===== config.mk =====
export PLATFORM = sky130hd
export DESIGN_NAME = mul_seq_ctrl
export DESIGN_NICKNAME = d
export VERILOG_FILES = /design/src/rtl/func_types.sv /design/src/rtl/mul_seq_dp.sv /design/src/rtl/mul_seq_ctrl.sv
export SDC_FILE = /design/constraint.sdc
export NUM_CORES = 1
export LEC_CHECK = 0
export CAP_MARGIN = 20
export CORE_AREA = 2 2 159 161
export DETAILED_ROUTE_END_ITERATION = 8
export DIE_AREA = 0 0 161 163
export GPL_TIMING_DRIVEN = 0
export PLACE_DENSITY = 0.76
export SYNTH_ARGS = -nofsm -noshare
export SYNTH_HDL_FRONTEND = slang
export SYNTH_HIERARCHICAL = 1
export SYNTH_SLANG_ARGS = --single-unit

===== constraint.sdc =====
create_clock -name clk -period 3.27 [get_ports clk]
set_input_delay 0.4905 -clock clk [delete_from_list [all_inputs] [get_ports clk]]
set_output_delay 0.4905 -clock clk [all_outputs]
set_load 0.05 [all_outputs]

===== src/rtl/func_types.sv =====
// Shared operation and state types for the sequential multiplier.
package func_types;

    typedef enum logic [2:0] {
        mul_op     = 3'b000,
        mul_op_h   = 3'b001,
        mul_op_hsu = 3'b010,
        mul_op_hu  = 3'b011
    } mul_ops;

    typedef enum logic [1:0] {
        IDLE = 2'd0,
        CALC = 2'd1,
        FIX  = 2'd2,
        DONE = 2'd3
    } mul_seq_state_e;

    // Any encoding with bit 2 set falls back to the plain low-half multiply.
    function automatic mul_ops mul_op_decode(input logic [2:0] raw);
        mul_ops op;
        case (raw)
            3'b001:  op = mul_op_h;
            3'b010:  op = mul_op_hsu;
            3'b011:  op = mul_op_hu;
            default: op = mul_op;
        endcase
        return op;
    endfunction

endpackage


===== src/rtl/mul_seq_dp.sv =====
// Radix-2 shift-add datapath: magnitude capture, XLEN accumulate steps, sign fix.
module mul_seq_dp #(
    parameter int XLEN = 32
) (
    input  logic                clk,
    input  logic                rst_n,
    input  logic                load,
    input  logic                step,
    input  logic                fix,
    input  logic                a_signed,
    input  logic                b_signed,
    input  logic [XLEN-1:0]     a,
    input  logic [XLEN-1:0]     b,
    output logic                last,
    output logic [2*XLEN-1:0]   product
);

    localparam int CNT_W = $clog2(XLEN) + 1;

    logic [XLEN-1:0]   mcand;
    logic [XLEN-1:0]   mplier;
    logic              neg;
    logic [2*XLEN-1:0] acc;
    logic [CNT_W-1:0]  cnt;
    logic              a_neg;
    logic              b_neg;
    logic [XLEN:0]     sum;

    assign a_neg = a_signed & a[XLEN-1];
    assign b_neg = b_signed & b[XLEN-1];

    // Upper half plus the partial product; the carry lands in the MSB after the shift.
    assign sum = {1'b0, acc[2*XLEN-1:XLEN]} + {1'b0, (mplier[0] ? mcand : {XLEN{1'b0}})};

    assign product = neg ? (~acc + 1'b1) : acc;
    assign last    = (cnt == CNT_W'(XLEN - 1));

    always_ff @(posedge clk or negedge rst_n) begin
        if (!rst_n) begin
            mcand  <= '0;
            mplier <= '0;
            neg    <= 1'b0;
            acc    <= '0;
            cnt    <= '0;
        end else if (load) begin
            mcand  <= a_neg ? (~a + 1'b1) : a;
            mplier <= b_neg ? (~b + 1'b1) : b;
            neg    <= a_neg ^ b_neg;
            acc    <= '0;
            cnt    <= '0;
        end else if (step) begin
            acc    <= {sum, acc[XLEN-1:1]};
            mplier <= mplier >> 1;
            cnt    <= cnt + 1'b1;
        end else if (fix) begin
            acc    <= product;
        end
    end

endmodule


===== src/rtl/mul_seq_ctrl.sv =====
// Sequential multiplier controller: accept, XLEN shift-add steps, sign fix, hold until consumed.
module mul_seq_ctrl
    import func_types::*;
#(
    parameter int XLEN  = 32,
    parameter int TAG_W = 4
) (
    input  logic             clk,
    input  logic             rst_n,
    input  logic             req_valid,
    output logic             req_ready,
    input  logic [2:0]       req_op,
    input  logic [XLEN-1:0]  req_a,
    input  logic [XLEN-1:0]  req_b,
    input  logic [TAG_W-1:0] req_tag,
    input  logic             kill,
    output logic             resp_valid,
    input  logic             resp_ready,
    output logic [XLEN-1:0]  resp_data,
    output logic [TAG_W-1:0] resp_tag,
    output logic             busy
);

    mul_seq_state_e    state;
    mul_seq_state_e    state_next;
    mul_ops            op_in;
    mul_ops            op_q;
    logic [TAG_W-1:0]  tag_q;
    logic              load;
    logic              step;
    logic              fix;
    logic              last;
    logic              a_signed;
    logic              b_signed;
    logic [2*XLEN-1:0] product;

    assign op_in    = mul_op_decode(req_op);
    assign a_signed = (op_in == mul_op_h) || (op_in == mul_op_hsu);
    assign b_signed = (op_in == mul_op_h);

    assign req_ready  = (state == IDLE) && !kill;
    assign resp_valid = (state == DONE);
    assign busy       = (state != IDLE);

    mul_seq_dp #(.XLEN(XLEN)) u_dp (
        .clk      (clk),
        .rst_n    (rst_n),
        .load     (load),
        .step     (step),
        .fix      (fix),
        .a_signed (a_signed),
        .b_signed (b_signed),
        .a        (req_a),
        .b        (req_b),
        .last     (last),
        .product  (product)
    );

    always_comb begin
        state_next = state;
        load       = 1'b0;
        step       = 1'b0;
        fix        = 1'b0;
        case (state)
            IDLE: begin
                if (req_valid && req_ready) begin
                    load       = 1'b1;
                    state_next = CALC;
                end
            end
            CALC: begin
                step = 1'b1;
                if (last) state_next = FIX;
            end
            FIX: begin
                fix        = 1'b1;
                state_next = DONE;
            end
            DONE: begin
                if (resp_ready) state_next = IDLE;
            end
            default: state_next = IDLE;
        endcase
        // Abort wins over every transition; a simultaneous DONE handshake also lands in IDLE.
        if (kill) state_next = IDLE;
    end

    always_ff @(posedge clk or negedge rst_n) begin
        if (!rst_n) begin
            state     <= IDLE;
            op_q      <= mul_op;
            tag_q     <= '0;
            resp_data <= '0;
            resp_tag  <= '0;
        end else begin
            state <= state_next;
            if (load) begin
                op_q  <= op_in;
                tag_q <= req_tag;
            end
            if (fix) begin
                resp_data <= (op_q == mul_op) ? product[XLEN-1:0] : product[2*XLEN-1:XLEN];
                resp_tag  <= tag_q;
            end
        end
    end

endmodule


==> results of run 1 <==
-- how the worst max path moves through the flow --
stage / start / slack, ns / depth (start not counted) / to
floorplan: u_dp/acc[10]$_DFFE_PN0P_ / 0.13 / 11 / resp_data[14]$_DFFE_PN0P_
detailed placement: req_b[2] / -0.58 / 9 / u_dp/mplier[29]$_DFFE_PN0P_
CTS: u_dp/mplier[0]$_DFFE_PN0P_ / 0.01 / 14 / u_dp/acc[59]$_DFFE_PN0P_
finish: u_dp/acc[10]$_DFFE_PN0P_ / -0.07 / 10 / u_dp/acc[61]$_DFFE_PN0P_
global route: u_dp/acc[10]$_DFFE_PN0P_ / -0.12 / 10 / u_dp/acc[61]$_DFFE_PN0P_
global placement: rst_n / -5.68 / 1 / u_dp/mplier[18]$_DFFE_PN0P_
-- Yosys cell counts (3+ instances only) --
master	n
buf_8	3
a211oi_1	17
nand2_1	125
o41a_1	3
or4_1	17
o21bai_1	5
a21o_1	14
ha_1	41
or2_2	12
nor2b_1	13
o41ai_1	11
nand3b_1	4
nor4_1	20
o311ai_0	3
nand2b_1	17
a211o_1	6
nand4_1	14
o21a_1	9
buf_4	3
inv_1	29
dfrtp_1	179
or3_1	24
and3_1	6
xnor2_1	127
nand3_1	20
nor3_1	30
a41oi_1	3
o21ai_0	82
a31oi_1	20
mux2i_1	70
o22ai_1	12
buf_2	4
mux2_2	11
and2_1	38
o211ai_1	6
clkbuf_1	75
o31ai_1	28
a21oi_1	150
buf_1	16
xor2_1	73
nor2_1	202
-- cell families after synthesis --
kind of cell	synth area share, %
AO/OA/AOI/OAI	17.6
XOR/XNOR	13.3
adder cells (fa/ha/maj)	4.06
buffers and inverters	4.18
flip-flops	34.1
multiplexers	6.28
AND/OR/NAND/NOR	20.5
-- layout make-up --
class,instances,share of cell area (%)
multi-input combinational,1259,53.1
timing repair buffer,141,8.67
tap,330,2.61
clock buffer,17,2.69
buffer,96,2.72
clock inverter,15,1.18
inverter,29,0.688
sequential,179,28.4
-- stage by stage --
| step | setup TNS, ns | power, W | utilization, % |
|---|---|---|---|
| 2_1_floorplan | 0 | 0.0117 | - |
| 3_3_place_gp | -1042.16 | 0.0146 | 59.5 |
| 3_5_place_dp | -32.27 | 0.0149 | 59.7 |
| 4_1_cts | 0 | 0.0171 | 62.7 |
| 5_1_grt | -0.670 | 0.0189 | 64.1 |
| 6_report | -0.158 | 0.0178 | 64.1 |
-- worst max-delay path, stage by stage, from the launching register on --
cell and delay (ns):
dfrtp_2 0.44, or4_4 0.54, or4_4 0.54, or3_4 0.40, buf_8 0.14, nor4_4 0.24, buf_4 0.20, a21oi_1 0.10
xnor2_1 0.23, o22ai_1 0.11, a211o_1 0.28
-- report_power, final --
part           internal, W  total, W  switching, W  leakage (nW)
logic              0.00440    0.0115       0.00710          4.04
registers          0.00323   0.00419      0.000957          2.17
clock network      0.00110   0.00211       0.00101         0.296
total              0.00874    0.0178       0.00907          6.51
-- layer usage --
layer | vias to the layer above | track usage [%] | wire length, microns
li1 | 5836 | - | -
met1 | 5859 | 40.3 | 16700
met2 | 656 | 48.6 | 18000
met3 | 118 | 5.58 | 3580
met4 | 0 | 14.9 | 1870
met5 | - | 0 | 0
-- flip-flops by register name (all words and copies together) (netlist names) --
| name | cells |
|---|---|
| state | 2 |
| u_dp/acc | 64 |
| op_q | 2 |
| u_dp/neg | 1 |
| u_dp/mplier | 32 |
| u_dp/mcand | 32 |
| u_dp/cnt | 6 |
| tag_q | 4 |
| resp_data | 32 |
| resp_tag | 4 |
-- what timing repair did --
action | CTS | global route
buffers inserted | 8 | 17
gates resized for setup | 20 | 61
pin swaps | 9 | 30
setup endpoints to repair | 62 | 69
==> run metrics, run 1 <==
status complete, but fails checks; failing checks setup timing; DP Worst Slack -0.583 ns; number of clock sinks about 180; power per cell area 1130 nW/um^2; Max Clock Freq around 300 MHz; hold slack about 0.0013 ns; total core area 24700 sq um; H-tree lvl count 4; Num CTS Buffers 17; max_slew headroom about 15%; reg2reg setup slack -0.07 ns; post-synthesis sequential area ratio 34.1%; number of global-route vias before repair between 10k and 15k; via count between 10k and 15k; final instance area ~16000 sq um; root buffer cell clkbuf_16; synthesized flop and latch total roughly 180; final hold vios 0; ys flop type dfrtp_1; Setup WS post-layout -0.0666 ns; ANT cells 0; syn avg cell area between 8 and 9 sq um; Rows 58; I/O Pins around 120; area of the die 26200 sq um; Post-Syn Instances 1569; share of cells above drive strength 1 8.87%; die span in y 163 microns; Nets about 1.8k; commonest non-fill, non-tap cell in the layout nor2_1; fin. max-slew vios 0; Peak VDD IR 0.000625 V; top cell type's share of synthesized area approximately a third; I/O Buffers between 100 and 150; Initial Utilization between 50% and 60%; RR Startpoint u_dp/acc[10]$_DFFE_PN0P_; fin crit share 102%; WL per Instance approximately 19 microns; clock skew between 0.01 and 0.015 ns; Final Setup Violations 5; fin crit period 3.34 ns; min-delay worst type primary input to async pin; first-pass GRT wire length about 63000 microns; Post-DRT Antenna Nets 0; Setup crit start kind register; Bufs on Longest Clock Path 2; Critical Path RT ~3.6 ns; syn nets between 1.5k and 2k; pin count of the biggest net entering global routing between 100 and 150; clock transition at the registers of the reported paths roughly 0.08 ns; most frequent cells in the layout nor2_1, dfrtp_1, a21oi_1; worst setup path class register to register; max cap viols 0; post-synth design cell area ~13000 sq um; dpl cells ~2k; Clock Latency Late Sink around 0.44 ns; top cells by area, synth dfrtp_1, xnor2_1, nor2_1, a21oi_1, mux2i_1; GR Overflow Total 0; Leak roughly 6.5 nW; Tot GR Track Use just over 30%; Worst Reg-to-Reg Cells 10; Unique masters post-synth 63; FF/Latch Area between 4000 and 5000 sq um; Yosys Warn Count 6; # fillers 2165; Post-synth EDFFs 0; multi-input combinational cell area about 8400 sq um; area grow syn2layout 20.4%; post-synth top area cell dfrtp_1; drt total wl 40200 microns; vias per cell slightly above 6; CTS Hold Bufs 0; placed cell area between 10000 and 15000 sq um; initial antenna violation count 0; die width between 150 and 200 microns; drt first pass iters 7; dpl hpwl about 30000 microns; unrepaired setup endpoints after global routing true; CP arrival 3.66 ns; crit end category register; final std cells w/o fill approximately 2.1k; reg-to-reg endpoint u_dp/acc[61]$_DFFE_PN0P_; ys async rst share 100%; Initial DRC Count between 1.5k and 2k; peak fanout along the critical path 5; RD Place Congestion between 0.9 and 1; CTS tree done; Slew @ Worst Pin 1.26 ns; DRC Markers 0
(Power assumes the default switching activity.)
==> run 2, diff against run 1 <==
ABC_AREA = 1   (was not set)
CORE_AREA = 2 2 168 170   (was 2 2 159 161)
CTS_CLUSTER_SIZE = 8   (was not set)
DIE_AREA = 0 0 170 172   (was 0 0 161 163)
clock period = 2.7 ns   (was 3.27 ns; I/O delays follow)
==> run 2 against run 1 <==
Net effect: the flow still finishes with violations (setup timing); synthesized area increased by 14%; core utilization decreased by 0.94 points; clock power is 34% higher; first-iteration DRC count increased by 1.3%; non-clock buffer count shrank 41; cell area grew 9.7%; fmax rose by 23%; hold slack improved by 0.48 ns; synthesized cell count increased by 56%; via count increased by 32%; critical path type unchanged; largest power group unchanged.
==> run metrics, run 2 <==
status complete, but fails checks; failing checks setup timing; min-delay worst type register to register; pin count of the biggest net entering global routing 97; Critical Path Max Stage Delay 0.74 ns; post-synthesis sequential area ratio 30.0%; DP Worst Slack -0.556 ns; peak fanout along the critical path 10; GR Overflow Total 0; final hold vios 0; dpl cells just under 3k; drt first pass iters 7; dpl hpwl around 42000 microns; Leak 8.98 nW; syn nets between 2k and 3k; CP arrival 3.06 ns; ys flop type dfrtp_1; Tot GR Track Use 37.0%; crit end category register; number of flip-flops under the largest register name 64; number of clock sinks about 180; Rows 61; RR Startpoint state[1]$_DFFE_PN0P_; top cells by area, synth dfrtp_1, nand2_1, inv_1, nor2_1, o21ai_0; die span in y 172 microns; drt total wl 53600 microns; fin crit share 101%; Top cell by count, worst path nand3_1; max cap viols 0; share of cells above drive strength 1 5.80%; post-synth top area cell dfrtp_1; placed cell area between 15000 and 20000 sq um; max_slew headroom 38.4%; area grow syn2layout 16.3%; post-synth design cell area 14900 sq um; RD Place Congestion ~1; synthesized flop and latch total between 150 and 200; Bufs on Longest Clock Path 2; Post-Syn Instances about 2.5k; Clock Latency Late Sink about 0.45 ns; synth cell count leaders nand2_1, inv_1, nor2_1; Max Clock Freq 368 MHz; count leader, synth nand2_1; fin crit period roughly 2.7 ns; Critical Path RT slightly above 3 ns; Post-DRT Antenna Nets 0; top cell type's share of synthesized area roughly 30%; clock skew approximately 0.013 ns; first-pass GRT wire length 82500 microns; syn avg cell area 6.09 sq um; power per cell area 1460 nW/um^2; die width 170 microns; setup_tns -0.0199 ns; I/O Pins ~120; most frequent cells in the layout nand2_1, inv_1, nor2_1; worst setup path class register to register; Yosys Warn Count 6; hold path depth 2; Peak VDD IR 0.000600 V; commonest non-fill, non-tap cell in the layout nand2_1; total core area between 20000 and 30000 sq um; initial antenna violation count 0; Final Setup Violations 1; CP max-delay cell clkbuf_1; ANT cells 0; Setup WS post-layout -0.0199 ns; Initial DRC Count around 1.6k; area of the die slightly below 30000 sq um; via count ~16k; Nets approximately 2.7k; clock transition at the registers of the reported paths 0.07 ns; number of global-route vias before repair 15.6k; CTS tree done; Num CTS Buffers 17; root buffer cell clkbuf_16; vias per cell around 5.6; reg2reg setup slack -0.02 ns; reg-to-reg endpoint u_dp/acc[52]$_DFFE_PN0P_; H-tree lvl count 4; final instance area between 15000 and 20000 sq um; I/O Buffers between 100 and 150; Power Total about 0.025 W; Top reg by flops u_dp/acc; DRC Markers 0; ys async rst share 100%; crit path to u_dp/acc[52]$_DFFE_PN0P_; WL per Instance approximately 18 microns; Initial Utilization about 54%; Slew @ Worst Pin 0.925 ns; Setup crit start kind register; crit path from state[1]$_DFFE_PN0P_; fin. max-slew vios 0; Post-synth EDFFs 0; Worst Reg-to-Reg Cells 7; CP cell instances inv_1, ha_1, clkbuf_2, clkbuf_1, nand3_1, nand3_1, nand2_1; Unique masters post-synth 48; final std cells w/o fill approximately 3k
==> run 2: per-layer routing <==
layer  GRT usage [%]  part of all wire [%]  vias up
li1                -                     -     7995
met1            44.4                    40     7522
met2            62.8                    47      778
met3            5.70                   7.1      178
met4            22.8                   6.3        0
met5               0                     0        -
==> run 2: worst min path at each step <==
stage	end	slack (ns)	start
after floorplan	op_q[0]$_DFFE_PN0P_	0.11	rst_n
after global placement	resp_tag[2]$_DFFE_PN0P_	0.46	resp_tag[2]$_DFFE_PN0P_
after detailed placement	resp_data[6]$_DFFE_PN0P_	0.43	rst_n
after CTS	tag_q[1]$_DFFE_PN0P_	0.48	req_tag[1]
after global routing	tag_q[2]$_DFFE_PN0P_	0.48	req_tag[2]
final	u_dp/mcand[24]$_DFFE_PN0P_	0.48	u_dp/mcand[24]$_DFFE_PN0P_
==> run 2: repair_timing <==
item | in CTS | in global routing
endpoints found under the hold margin | 54 | 0
pin swaps | 1 | 0
endpoints found under the setup margin | 59 | 55
buffers inserted | 5 | 0
resized for setup | 12 | 31
hold buffers | 1 | 0
==> run 2: cell type report <==
cell class | instances | area (sq um)
fillers | 2682 | 10100
inverters | 339 | 1270
multi-input cells | 1856 | 8860
clock buffers | 17 | 425
plain buffers | 75 | 422
well taps | 346 | 433
clock inverters | 15 | 238
flip-flops and latches | 179 | 4480
repair buffers | 121 | 1220
==> run 2: kinds of logic (layout without fill, tap and decap cells) <==
kind of cell | Yosys count | count (layout) | synth area share [%]
simple gates | 1387 | 1387 | 38.2
fa+ha+maj | 42 | 42 | 3.57
buf+inv | 416 | 567 | 11.2
compound gates | 351 | 351 | 12.5
flops | 179 | 179 | 30.0
xor+xnor | 76 | 76 | 4.51
==> run 2: where the power goes <==
part	switching, W	internal (W)
Clock	0.00129	0.00153
Combinational	0.0119	0.00532
Sequential	0.00127	0.00405
==> run 2: worst max-delay path, delay by kind of cell (launching register included) <==
family                   cells  cell delay (ns)
flip-flops                   1             0.42
buffers and inverters        3             1.31
adder cells (fa/ha/maj)      1             0.48
AND/OR/NAND/NOR              3             0.39
==> run 2: metrics by stage <==
stage / util (%) / hold WS (ns)
floorplan: - / 0.109
global placement: 60.1 / 0.456
detailed placement: 60.2 / 0.433
CTS: 62.8 / 0.479
global route: 63.1 / 0.476
finish: 63.1 / 0.480
